## src/rtl/ex_madd_seq.sv

```systemverilog
// EX-stage multiply-accumulate sequencer for MADD/MADDU/MSUB/MSUBU.
// Product cycle stalls ID/EX; accumulate cycle drives the HI/LO write path.
module ex_madd_seq #(
    parameter logic [7:0] OP_MADD  = 8'b10100110,
    parameter logic [7:0] OP_MADDU = 8'b10101000,
    parameter logic [7:0] OP_MSUB  = 8'b10101010,
    parameter logic [7:0] OP_MSUBU = 8'b10101011
) (
    input  logic        clk,
    input  logic        rst,
    input  logic [7:0]  aluop_i,
    input  logic [31:0] reg1_i,
    input  logic [31:0] reg2_i,
    input  logic [31:0] hi_i,
    input  logic [31:0] lo_i,
    input  logic        hold_i,
    output logic        stallreq_o,
    output logic        whilo_o,
    output logic [31:0] hi_o,
    output logic [31:0] lo_o,
    output logic        busy_o
);

    typedef enum logic [0:0] {
        ST_IDLE = 1'b0,
        ST_ACC  = 1'b1
    } state_t;

    state_t      state_r;
    state_t      state_nxt_s;
    logic [63:0] prod_r;
    logic [63:0] prod_nxt_s;
    logic        sub_r;
    logic        sub_nxt_s;
    logic        is_madd_s;
    logic        is_sub_s;
    logic        is_signed_s;
    logic [63:0] opa_s;
    logic [63:0] opb_s;
    logic [63:0] prod_s;
    logic [63:0] hilo_s;
    logic [63:0] acc_s;

    function automatic logic f_is_madd(input logic [7:0] op);
        return (op == OP_MADD) || (op == OP_MADDU) || (op == OP_MSUB) || (op == OP_MSUBU);
    endfunction

    function automatic logic f_is_sub(input logic [7:0] op);
        return (op == OP_MSUB) || (op == OP_MSUBU);
    endfunction

    function automatic logic f_is_signed(input logic [7:0] op);
        return (op == OP_MADD) || (op == OP_MSUB);
    endfunction

    assign is_madd_s   = f_is_madd(aluop_i);
    assign is_sub_s    = f_is_sub(aluop_i);
    assign is_signed_s = f_is_signed(aluop_i);

    // Extending both operands to 64 bits lets one 64-bit multiply serve signed and unsigned ops.
    assign opa_s  = is_signed_s ? {{32{reg1_i[31]}}, reg1_i} : {32'h0000_0000, reg1_i};
    assign opb_s  = is_signed_s ? {{32{reg2_i[31]}}, reg2_i} : {32'h0000_0000, reg2_i};
    assign prod_s = opa_s * opb_s;
    assign hilo_s = {hi_i, lo_i};
    assign hi_o   = acc_s[63:32];
    assign lo_o   = acc_s[31:0];

    // State, latched product and subtract flag.
    always_ff @(posedge clk) begin
        if (rst) begin
            state_r <= ST_IDLE;
            prod_r  <= 64'h0;
            sub_r   <= 1'b0;
        end else begin
            state_r <= state_nxt_s;
            prod_r  <= prod_nxt_s;
            sub_r   <= sub_nxt_s;
        end
    end

    // Next-state logic and combinational outputs.
    always_comb begin
        state_nxt_s = state_r;
        prod_nxt_s  = prod_r;
        sub_nxt_s   = sub_r;
        stallreq_o  = 1'b0;
        whilo_o     = 1'b0;
        busy_o      = 1'b0;
        acc_s       = 64'h0;
        case (state_r)
            ST_IDLE: begin
                if (is_madd_s) begin
                    stallreq_o = 1'b1;
                    if (!hold_i) begin
                        prod_nxt_s  = prod_s;
                        sub_nxt_s   = is_sub_s;
                        state_nxt_s = ST_ACC;
                    end else begin
                        state_nxt_s = ST_IDLE;
                    end
                end else begin
                    state_nxt_s = ST_IDLE;
                end
            end
            ST_ACC: begin
                busy_o = 1'b1;
                if (is_madd_s) begin
                    whilo_o     = 1'b1;
                    acc_s       = sub_r ? (hilo_s - prod_r) : (hilo_s + prod_r);
                    state_nxt_s = hold_i ? ST_ACC : ST_IDLE;
                end else begin
                    // Flushed or bubbled instruction: drop the write and return to idle.
                    state_nxt_s = ST_IDLE;
                end
            end
            default: begin
                state_nxt_s = ST_IDLE;
            end
        endcase
    end

endmodule

```

## config.mk

```make
export PLATFORM = sky130hd
export DESIGN_NAME = ex_madd_seq
export DESIGN_NICKNAME = d
export VERILOG_FILES = /design/src/rtl/ex_madd_seq.sv
export SDC_FILE = /design/constraint.sdc
export NUM_CORES = 2
export LEC_CHECK = 0
export CAP_MARGIN = 20
export CELL_PAD_IN_SITES_DETAIL_PLACEMENT = 1
export CELL_PAD_IN_SITES_GLOBAL_PLACEMENT = 1
export CORE_MARGIN = 2
export CORE_UTILIZATION = 35
export CTS_CLUSTER_SIZE = 25
export DETAILED_ROUTE_END_ITERATION = 16
export PLACE_DENSITY = 0.6
export SYNTH_ARGS = -nofsm -noshare
export SYNTH_HDL_FRONTEND = slang
export SYNTH_SLANG_ARGS = --single-unit
```

## constraint.sdc

```tcl
create_clock -name clk -period 25.2 [get_ports clk]
set_clock_uncertainty 0.05 [all_clocks]
set_input_delay 5.04 -clock clk [delete_from_list [all_inputs] [get_ports clk]]
set_output_delay 5.04 -clock clk [all_outputs]
set_load 0.05 [all_outputs]
```

After elaboration in Yosys (flattened, before gate mapping):

Index checks and enable logic that the tools add are counted.

* bits of input ports: 139
* bits in read-only memories: 0
* memory bits (writable): 0
* logic and storage cells: 32
* memories kept: 0
* bits in latches: 0
* register bits: 66

* div/mod/pow operators: 0
* shift-type cells: 0
* equality and inequality tests: 4
* bitwise operators: 2
* order comparisons: 0
* add/sub/neg operators: 2
* reduce and logical (&&, ||, !) cells: 6
* multiplexer cells: 14
* multiply operators: 1

Operators with widths (number)
* 64-bit two-way mux: 5
* 64-bit adder: 1
* 64-bit by 64-bit multiplier with 64-bit output: 1
* 64-bit subtractor: 1
* 8-bit == test (second input constant): 4
* 1-bit two-way mux: 8
* 1-bit logical OR: 5
* 3-bit AND reduction: 1
* 1-bit inverter: 2
* 1-bit one-hot mux with 2 select lines: 1

Longest topological paths before layout:

* word-level depth: 6
* mapped depth: 38
* gate-level depth less buffers: 37

Least setup slack after synthesis:

No wires, ideal clock.

* path kind: in2reg
* start: input aluop_i[4]
* end: register prod_r[61]
* buffers on the path: 3
* setup time: 0.079 ns
* slack: 10.701 ns
* stages on the path: 30
* data arrival time: 14.370 ns
* path through: nor4bb_1 -> o2111a_1 -> and2_1 -> clkbuf_1 -> clkbuf_1 -> nand2_1 -> fa_1 -> inv_1 -> fa_1 -> fa_1 -> inv_1 -> fa_1 -> inv_1 -> fa_1 -> fa_1 -> fa_1 -> fa_1 -> fa_1 -> inv_1 -> fa_1 -> inv_1 -> ha_1 -> clkbuf_1 -> and3_1 -> nor3b_1 -> a22o_1 -> a31o_2 -> a221oi_1 -> or4b_2 -> o211ai_1

* cells in the longest elaborated chain, start to end: 5
* elaborated cells between the ends (all ways): 12
* classes of those cells: mul: 1; eq/ne: 4; mux: 2; reduce/logical: 5

RTL lines
* start: declaration: RTL line 11 `input logic [7:0] aluop_i,`
* branches (longest 5 deep; another with 64-bit by 64-bit multiplier with 64-bit output)
* end signal: assignment: RTL line 76 `prod_r <= prod_nxt_s;`
* end: declaration: RTL line 31 `logic [63:0] prod_r;`

Several ways; the timed one is not identified.
A chain may end at the register's enable or synchronous reset.

Worst setup path in the final report:

* start: input aluop_i[7]
* end: register prod_r[59]

Same word-level chain as after synthesis.

==> flow_summary.yaml <==
setup_path:
  critPathLaunchType: "input port"
  critPathBufInv: 7
  cp_slowest_stage_delay_ns: 0.95
  critical-path-slowest-cell: "fa_1"
  cp_data_arrival_time_ns: 15.94
  critPathMaxFanout: 22
  worst_setup_path_end_kind: "register"
  critPathRequiredTime_ns: 25.43
  critical-path-top-delay-family: "adder cells"
  crit_type: "in -> reg"
  crit_top_cell: "fa_1"
placed_design:
  place_congestion: 0.943
  hpwlAfterDp_um: 153000
  port_buffers: 205
  dp.cells: 8279
sta:
  post-route-period-util_pct: 62.4
  setup_viol: 0
  relSlewSlack_pct: 37.9
  hold_violations: 0
  setup_tns_ns: 0
  worst_pin_slew_ns: 0.931
  slew_violations: 0
  final.min_clock_period_ns: 15.71
  clock.fmax_ghz: 0.0636
  rsz0062_at_grt: "no"
finish:
  area_growth_pct: 8.02
  final_cells: 8297
  nFillCells: 18300
  nets: 8167
  layout-drive-gt1-share_pct: 2.39
logic_synthesis:
  synth_cells: 6226
  async_reset_ff_share_pct: 0
  synth_ff_type: "dfxtp_1"
  synth_area_um2: 54800
  synth_nets: 8161
  ys_types: 77
  yosys_warnings: 0
  yosysSeqAreaShare_pct: 2.41
  synth_edf_count: 0
  ys_ff_latch: 66
  syn_avg_cell_area_um2: 8.80
clocking:
  cts_buffer_depth: 2
  post_cts_buffers: 0
  hold_buffers: 0
  clock_sinks: 66
  path_clk_slew_ns: 0.06
  cts_root_buffer: "clkbuf_16"
  cts.repair.resized: 0
  cts_tree: "built"
  clock_latency_ns: 0.35
  cts_buffers: 9
  htree_levels: 3
route:
  drt-total-wl_um: 183000
  vias_per_cell: 4.95
  drtIter0Drc: 2320
  drc: 0
  antenna_left: 0
  num_vias: 41100
  routedWlPerCell_um: 22.1
  dr.pass1.iters: 5
floorplanning:
  dieArea_um2: 160000
  initial_core_util_pct: 35.2
  die_w_um: 400
  dieHeight_um: 400
  core_area_um2: 156000
  std_cell_rows: 145
  ios: 206
grt:
  antenna_found_initial: 4
  grt-ovfl-total: 0
  grt_pass1_vias: 46300
  grt_use_total_pct: 23.5
  grt_pass1_wl_um: 285000
  grt_max_degree: 66
job:
  max_cap_viol_count: 0
outcome:
  status: "finished clean"
min_path:
  hold_class: "reg -> reg"
==> through the flow <==
stage / hold WS (ns) / instance area [um2] / utilization [%] / setup slack [ns]
5_1_grt: 0.469 / 59200 / 38.0 / 8.95
4_1_cts: 0.434 / 59200 / 38.0 / 9.57
3_3_place_gp: 0.422 / 58900 / 37.8 / 9.25
2_1_floorplan: 0.402 / 54800 / - / 10.70
6_report: 0.430 / 59200 / 38.0 / 9.49
3_5_place_dp: 0.427 / 58900 / 37.8 / 9.20
==> sequential cells by signal, summed over array words and instances, names as in the netlist <==
name and cells:
prod_r 64, sub_r 1, state_r 1
==> placed cells by master, fill, tap and decap left out, types with 5 or more instances in the layout <==
cell                n
nor2_1            195
and4_1              5
dfxtp_1            65
o31a_1              5
a21oi_1           221
and3_1             35
nor3_1             37
nor2b_1            19
ha_1              382
a31o_2              9
clkdlybuf4s50_1   190
or2_2               7
clkbuf_16           9
and2_1            345
nor4_1              9
a21o_1             75
buf_4              83
inv_1            1602
xor2_1             51
or3_1              15
fa_1             1414
a41oi_1             5
o21a_1             17
o21ai_0            76
a211oi_1           23
a221oi_1            6
o211ai_1           11
o21bai_1           18
nand2_1           920
nand2b_1           22
nand4_1            20
buf_2              15
a31oi_1            23
a21boi_0            7
xnor2_1           183
nand3_1            32
==> worst min-delay path, stage by stage, from the launching register on <==
cell     delay (ns)
dfxtp_1        0.33
nand2_1        0.06
a21oi_1        0.05
==> final cells by class <==
| type | instances | area (um2) | share of cell area, % |
|---|---|---|---|
| Tap cell | 2058 | 2570 | 4.35 |
| Sequential cell | 66 | 1320 | 2.23 |
| Antenna cell | 2 | 5.00 | 0.00845 |
| Inverter | 1602 | 6010 | 10.2 |
| Timing Repair Buffer | 288 | 2600 | 4.39 |
| Multi-Input combinational cell | 4265 | 46400 | 78.3 |
| Clock inverter | 4 | 50.0 | 0.0845 |
| Clock buffer | 12 | 256 | 0.433 |
==> path summary, 6_finish.rpt <==
kind	startpoint	end	slack [ns]	cells past startpoint
min	prod_r[36]$_SDFFE_PP0P_	prod_r[36]$_SDFFE_PP0P_	0.43	2
max	aluop_i[7]	prod_r[59]$_SDFFE_PP0P_	9.49	32
max reg2reg	state_r$_SDFF_PP0_	prod_r[38]$_SDFFE_PP0P_	23.08	6
min reg2reg	prod_r[36]$_SDFFE_PP0P_	prod_r[36]$_SDFFE_PP0P_	0.43	2
==> cell usage after synthesis, types with 15 or more instances <==
cell type | number | area, um2
xnor2_1 | 183 | 1600
buf_1 | 18 | 67.6
clkbuf_1 | 275 | 1030
xor2_1 | 51 | 447
nand2_1 | 922 | 3460
nand3_1 | 32 | 160
o21bai_1 | 18 | 135
nor2_1 | 195 | 732
a21o_1 | 75 | 563
or3_1 | 15 | 93.8
nor2b_1 | 19 | 119
o21a_1 | 17 | 128
inv_1 | 1602 | 6010
nand2b_1 | 22 | 138
and2_1 | 346 | 2160
a31oi_1 | 23 | 144
a211oi_1 | 23 | 173
and3_1 | 35 | 219
nor3_1 | 37 | 185
fa_1 | 1414 | 28300
ha_1 | 382 | 4780
nand4_1 | 20 | 125
o21ai_0 | 76 | 380
a21oi_1 | 221 | 1110
dfxtp_1 | 66 | 1320
==> metal layers <==
layer | part of all wire [%] | GRT usage [%]
met3 | 5.3 | 2.25
met1 | 49 | 35.6
met4 | 0.96 | 2.58
met5 | 0 | 0
met2 | 44 | 37.4
==> cells by family (layout without fill, tap and decap cells) <==
family	after synthesis	after routing	synth area share, %
AO/OA/AOI/OAI	547	547	6.29
XOR/XNOR	235	235	3.77
adder cells (fa/ha/maj)	1799	1799	60.4
buffers and inverters	1895	1906	13.0
flip-flops	66	66	2.41
multiplexers	1	1	0.0183
other	0	2	0
AND/OR/NAND/NOR	1683	1683	14.1
Power is not shown: default switching activity piles up to over one toggle a cycle in this logic, so the estimate is an artifact.
